<file path="src/rtl/muldiv_unit.sv">
// Iterative RISC-V M-extension multiply/divide unit: shift-add multiply and restoring
// divide, one bit per cycle, with valid/ready handshakes on both sides and abort.
module muldiv_unit #(
    parameter int WIDTH = 32
) (
    input  logic             clk,
    input  logic             rst,
    input  logic             in_valid,
    output logic             in_ready,
    input  logic [2:0]       op,
    input  logic [WIDTH-1:0] d1,
    input  logic [WIDTH-1:0] d2,
    input  logic             abort,
    output logic             out_valid,
    input  logic             out_ready,
    output logic [WIDTH-1:0] dout,
    output logic             busy
);
    localparam int CW = $clog2(WIDTH);
    localparam logic [WIDTH-1:0] MIN_VAL = {1'b1, {(WIDTH-1){1'b0}}};
    localparam logic [WIDTH-1:0] ONES    = {WIDTH{1'b1}};

    typedef enum logic [1:0] {IDLE, CALC, FIX, DONE} state_t;

    state_t             state_reg;
    logic [2:0]         op_reg;
    logic [WIDTH-1:0]   a_reg;
    logic [WIDTH-1:0]   b_reg;
    logic               sa_reg;
    logic               sb_reg;
    logic [2*WIDTH-1:0] acc_reg;
    logic [CW-1:0]      cnt_reg;
    logic [WIDTH-1:0]   dout_reg;

    // Accept-side decode
    logic             is_div, s1, s2, neg1, neg2, div_zero, div_ovf, special, accept;
    logic [WIDTH-1:0] mag1, mag2, special_result;

    always_comb begin
        is_div         = op[2];
        s1             = (op == 3'b001) || (op == 3'b010) || (op == 3'b100) || (op == 3'b110);
        s2             = (op == 3'b001) || (op == 3'b100) || (op == 3'b110);
        neg1           = s1 & d1[WIDTH-1];
        neg2           = s2 & d2[WIDTH-1];
        mag1           = neg1 ? (~d1 + 1'b1) : d1;
        mag2           = neg2 ? (~d2 + 1'b1) : d2;
        div_zero       = is_div && (d2 == '0);
        div_ovf        = is_div && !op[0] && (d1 == MIN_VAL) && (d2 == ONES);
        special        = div_zero || div_ovf;
        special_result = div_zero ? (op[1] ? d1 : ONES) : (op[1] ? '0 : d1);
        accept         = in_valid && (state_reg == IDLE) && !abort;
    end

    // One iteration of each algorithm; acc holds {hi/remainder, lo/multiplier-or-quotient}
    logic [WIDTH:0]     mul_sum, div_cand, div_diff;
    logic               div_ge;
    logic [2*WIDTH-1:0] mul_next, div_next;

    always_comb begin
        mul_sum  = {1'b0, acc_reg[2*WIDTH-1:WIDTH]} + (acc_reg[0] ? {1'b0, a_reg} : '0);
        mul_next = {mul_sum, acc_reg[WIDTH-1:1]};
        div_cand = acc_reg[2*WIDTH-1:WIDTH-1];
        div_diff = div_cand - {1'b0, b_reg};
        div_ge   = !div_diff[WIDTH];
        div_next = {(div_ge ? div_diff[WIDTH-1:0] : div_cand[WIDTH-1:0]),
                    acc_reg[WIDTH-2:0], div_ge};
    end

    // Sign correction and result selection
    logic [2*WIDTH-1:0] prod;
    logic [WIDTH-1:0]   quo, rem, fix_result;

    always_comb begin
        prod = (sa_reg ^ sb_reg) ? (~acc_reg + 1'b1) : acc_reg;
        quo  = (sa_reg ^ sb_reg) ? (~acc_reg[WIDTH-1:0] + 1'b1) : acc_reg[WIDTH-1:0];
        rem  = sa_reg ? (~acc_reg[2*WIDTH-1:WIDTH] + 1'b1) : acc_reg[2*WIDTH-1:WIDTH];
        case (op_reg)
            3'b000:                 fix_result = prod[WIDTH-1:0];
            3'b001, 3'b010, 3'b011: fix_result = prod[2*WIDTH-1:WIDTH];
            3'b100, 3'b101:         fix_result = quo;
            default:                fix_result = rem;
        endcase
    end

    always_ff @(posedge clk or negedge rst) begin
        if (!rst) begin
            state_reg <= IDLE;
            op_reg    <= '0;
            a_reg     <= '0;
            b_reg     <= '0;
            sa_reg    <= 1'b0;
            sb_reg    <= 1'b0;
            acc_reg   <= '0;
            cnt_reg   <= '0;
            dout_reg  <= '0;
        end else if (abort) begin
            state_reg <= IDLE;
        end else begin
            case (state_reg)
                IDLE: if (accept) begin
                    op_reg  <= op;
                    a_reg   <= mag1;
                    b_reg   <= mag2;
                    sa_reg  <= neg1;
                    sb_reg  <= neg2;
                    acc_reg <= {{WIDTH{1'b0}}, (is_div ? mag1 : mag2)};
                    cnt_reg <= '0;
                    if (special) begin
                        dout_reg  <= special_result;
                        state_reg <= DONE;
                    end else begin
                        state_reg <= CALC;
                    end
                end
                CALC: begin
                    acc_reg <= op_reg[2] ? div_next : mul_next;
                    cnt_reg <= cnt_reg + 1'b1;
                    if (cnt_reg == CW'(WIDTH-1))
                        state_reg <= FIX;
                end
                FIX: begin
                    dout_reg  <= fix_result;
                    state_reg <= DONE;
                end
                DONE: if (out_ready) state_reg <= IDLE;
                default: state_reg <= IDLE;
            endcase
        end
    end

    assign in_ready  = (state_reg == IDLE);
    assign out_valid = (state_reg == DONE);
    assign busy      = (state_reg == CALC) || (state_reg == FIX);
    assign dout      = dout_reg;
endmodule

</file>
<file path="config.mk">
export PLATFORM = sky130hd
export DESIGN_NAME = muldiv_unit
export DESIGN_NICKNAME = d
export VERILOG_FILES = /design/src/rtl/muldiv_unit.sv
export SDC_FILE = /design/constraint.sdc
export NUM_CORES = 1
export LEC_CHECK = 0
export ABC_AREA = 1
export CAP_MARGIN = 20
export CELL_PAD_IN_SITES_DETAIL_PLACEMENT = 0
export CELL_PAD_IN_SITES_GLOBAL_PLACEMENT = 1
export CORE_UTILIZATION = 43
export CTS_CLUSTER_SIZE = 25
export DETAILED_ROUTE_END_ITERATION = 8
export GPL_ROUTABILITY_DRIVEN = 0
export PLACE_DENSITY_LB_ADDON = 0.1
export SLEW_MARGIN = 20
export SYNTH_ARGS = -nofsm -noshare
export SYNTH_HDL_FRONTEND = slang
export SYNTH_SLANG_ARGS = --single-unit
</file>
<file path="constraint.sdc">
create_clock -name clk -period 3 [get_ports clk]
set_clock_uncertainty 0.1 [all_clocks]
set_input_delay 0.45 -clock clk [delete_from_list [all_inputs] [get_ports clk]]
set_output_delay 0.45 -clock clk [all_outputs]
set_load 0.03 [all_outputs]
</file>
==> flow_summary.yaml, run 1 <==
sta:
  rsz0062_at_grt: "false"
  hold_violations: 0
  setup_viol: 0
  holdWs_ps: 380
  drv_slew: 0
  fin_crit_ps: 2870
  post-route-period-util_pct: 95.8
  slew_headroom_pct: 33.8
  tightest_slew_ps: 992
  fmax_mhz: 348
cells_and_area:
  fin_util_pct: 50.1
  instances_no_fill: 4077
  largest_register_ffs: 64
  final_nets: 3621
  drive_gt1_share_pct: 7.09
  area_growth_pct: 15.2
die:
  die_w_microns: 213
  top_level_ports: 107
  num_rows: 77
  die_area_sq_um: 45500
  chipHeight_microns: 213
  initial_core_util_pct: 43.5
  coreArea_sq_um: 44100
pwr:
  p_comb_share_pct: 73.8
  p_int_mw: 10.5
  power_frac_seq_pct: 17.0
  p_leak_nw: 11.2
  switching_power_mw: 15.3
  vdd_drop_max_v: 0.000583
  power-per-cell-area_nw_per_um2: 1170
  clkPwrFrac_pct: 9.2
  sw_frac_of_total_pct: 59.1
placed_design:
  port_buffers: 106
  dp_hpwl_microns: 68800
  dp_cells: 4042
global_routing:
  antenna_found_initial: 2
  grt_overflow_total: 0
  grt_first_pass_wirelength_microns: 126000
  grt_start_max_net_pins: 98
  grtUsageTotal_pct: 37.3
  grt_pass1_vias: 21000
worst_setup_path:
  cp-end-kind: "flip-flop"
  startpoint: "state_reg[0]"
  crit_path_start_kind: "flip-flop"
  endpoint: "dout[5]"
  crit_top_cell: "nand2_1"
  path_cells: "inv_1 > ha_2 > clkinv_1 > a31oi_1 > nand2_1 > nand2_1 > nand2_1 > nand2_1"
  required_ps: 3310
  reg2reg_depth: 8
  reg2reg_slack_ps: 130
  cpPeakStageDelay_ps: 740
  cp_max_fo: 18
  path_class: "flip-flop to flip-flop"
  crit_slowest_cell: "clkinv_1"
  worstPathArrival_ps: 3190
  r2r_start: "state_reg[0]"
  r2r-end: "dout[5]"
synth:
  synth-edff-count: 0
  ys.flop_type: "dfrtp_1"
  synth.ff_latch_count: 172
  ys_types: 56
  synth_warnings: 0
  synthesis.nets: 3489
  ys_seq_area_share_pct: 22.4
  syn_area_sq_um: 19200
  avgSynthCellArea_sq_um: 5.75
  ys_async_sr_fraction_pct: 100
  synth_cells: 3339
drt:
  finalWirelength_microns: 84700
  dr.pass1.iters: 9
  drtIter0Drc: 2737
  viasPerCell: 5.70
  dr_total_vias: 23200
  routedWlPerCell_microns: 20.8
  ant_nets: 0
  drcViolationCount: 0
outcome:
  status: "finished clean"
clocking:
  cts_buffer_depth: 2
  ctsRootBufferMaster: "clkbuf_16"
  numCtsBuffers: 17
  h-tree-depth: 4
  insertion_delay_ps: 470
  cts_tree: "done"
  cts.sinks: 172
  clk_pin_slew_ps: 70
hold_path:
  hold_path.class: "flip-flop to flip-flop"
flow_run:
  maxCapViolCount: 0
==> stage by stage <==
stage	power [mW]	setup TNS [ps]	worst slack, ps	area (sq um)
after floorplan	16.0	0	351	19200
after global placement	22.6	-5.05	-5.05	21500
after detailed placement	22.7	-67.6	-67.6	21500
after CTS	25.1	0	176	22100
after global routing	27.7	0	32.9	22100
final	25.8	0	127	22100
==> critical path, delay by kind of cell, from the launching register on <==
kind / cells / cell delay (ps)
buffers and inverters: 2 / 870
adders and majority gates: 1 / 420
DFF: 1 / 420
AOI/OAI and AO/OA: 1 / 410
and+or+nand+nor: 4 / 560
==> cells by family after synthesis <==
family	share of synthesized area, %
AND/OR/NAND/NOR	43.7
buffers and inverters	11.1
AO/OA/AOI/OAI	14.7
flip-flops	22.4
adder cells (fa/ha/maj)	5.16
XOR/XNOR	2.92
==> synthesized netlist by cell type (7+ instances only) <==
| cell | n | share of area [%] |
|---|---|---|
| nand2_1 | 1032 | 20 |
| nor2_1 | 421 | 8.2 |
| inv_1 | 395 | 7.7 |
| nand3_1 | 374 | 9.8 |
| o21ai_0 | 200 | 5.2 |
| dfrtp_1 | 172 | 22 |
| a21oi_1 | 163 | 4.3 |
| ha_1 | 76 | 5.0 |
| clkbuf_1 | 63 | 1.2 |
| nand4_1 | 43 | 1.4 |
| xor2_1 | 42 | 1.9 |
| buf_2 | 34 | 0.89 |
| nor3_1 | 30 | 0.78 |
| a31oi_1 | 29 | 0.95 |
| o211ai_1 | 26 | 1.0 |
| o21ai_1 | 22 | 0.57 |
| xnor2_1 | 22 | 1.0 |
| a22oi_1 | 17 | 0.67 |
| inv_2 | 15 | 0.29 |
| nand2_2 | 14 | 0.46 |
| or2_2 | 14 | 0.46 |
| buf_1 | 13 | 0.25 |
| nor2_2 | 13 | 0.42 |
| nand3b_1 | 12 | 0.47 |
| o21bai_1 | 11 | 0.43 |
| a21boi_0 | 8 | 0.31 |
| buf_6 | 8 | 0.47 |
| a21boi_1 | 7 | 0.27 |
| a21o_1 | 7 | 0.27 |
==> worst min path at each step <==
stage | from | endpoint | slack [ps] | depth (start not counted)
final | a_reg[4] | a_reg[4] | 380 | 2
after global routing | a_reg[4] | a_reg[4] | 390 | 2
after detailed placement | dout[7] | dout[7] | 360 | 2
after floorplan | rst | a_reg[0] | 50 | 0
after CTS | a_reg[4] | a_reg[4] | 390 | 2
after global placement | a_reg[3] | a_reg[3] | 360 | 2
==> per-layer routing <==
layer	track usage (%)	routed length [microns]	vias to the layer above
li1	-	-	11100
met1	52.0	36800	10800
met2	55.6	35900	1227
met3	7.65	8210	171
met4	15.8	3800	4
met5	0	22	-
==> area by class of cell <==
type,count,area (sq um)
diodes,1,2.50
clock buffers,19,433
clock inverters,13,166
fillers,4789,22000
inverters,414,1560
multi-input cells,2633,12800
flip-flops and latches,172,4310
well taps,592,741
repair buffers,233,2090
==> timing repair <==
action / 4_1_cts / 5_1_grt
setup endpoints to repair: 0 / 24
gates resized for setup: 0 / 8
buffers inserted: 0 / 0
hold buffers: 1 / 0
hold endpoints to repair: 61 / 0
==> cell usage in the layout (no fill, tap or decap), types with 8 or more instances in the layout <==
master	instances
a21boi_0	8
a21oi_1	162
a22oi_1	17
a31oi_1	29
buf_4	120
clkbuf_16	17
clkdlybuf4s50_1	105
dfrtp_1	171
ha_1	74
inv_1	395
inv_2	15
nand2_1	1031
nand2_2	13
nand3_1	374
nand3b_1	12
nand4_1	43
nor2_1	419
nor2_2	15
nor3_1	29
o211ai_1	26
o21ai_0	199
o21ai_1	22
o21bai_1	11
or2_2	14
xnor2_1	22
xor2_1	42
==> power groups by stage <==
stage          combinational [mW]  sequential, mW  clock, mW
6_report                     19.1            4.40       2.37
5_1_grt                      20.8            4.48       2.49
4_1_cts                      18.4            4.36       2.38
3_5_place_dp                 18.3            4.39          0
3_3_place_gp                 18.2            4.37          0
2_1_floorplan                11.6            4.43          0
Note: power is estimated with default switching activity, not from simulation.
==> inputs of run 2 (changes only) <==
==> constraint.sdc (replaced) <==
create_clock -name clk -period 3 [get_ports clk]
set_clock_uncertainty 0.1 [all_clocks]
set_input_delay 0.45 -clock clk [delete_from_list [all_inputs] [get_ports clk]]
set_output_delay 0.45 -clock clk [all_outputs]
set_load 0.01 [all_outputs]
==> results of run 2 <==
The final DEF is identical to that of run 1. Status: finished clean.
Main changes from that run: total power 25.8 mW -> 25.5 mW; worst IR drop on VDD 0.000583 V -> 0.000535 V
==> inputs of run 3 (changes only) <==
Settings changed: CAP_MARGIN 20 to not set.
==> results of run 3 <==
The final DEF is identical to that of run 1. Status: finished clean.
Main changes from that run: total power 25.8 mW -> 25.5 mW; worst IR drop on VDD 0.000583 V -> 0.000535 V
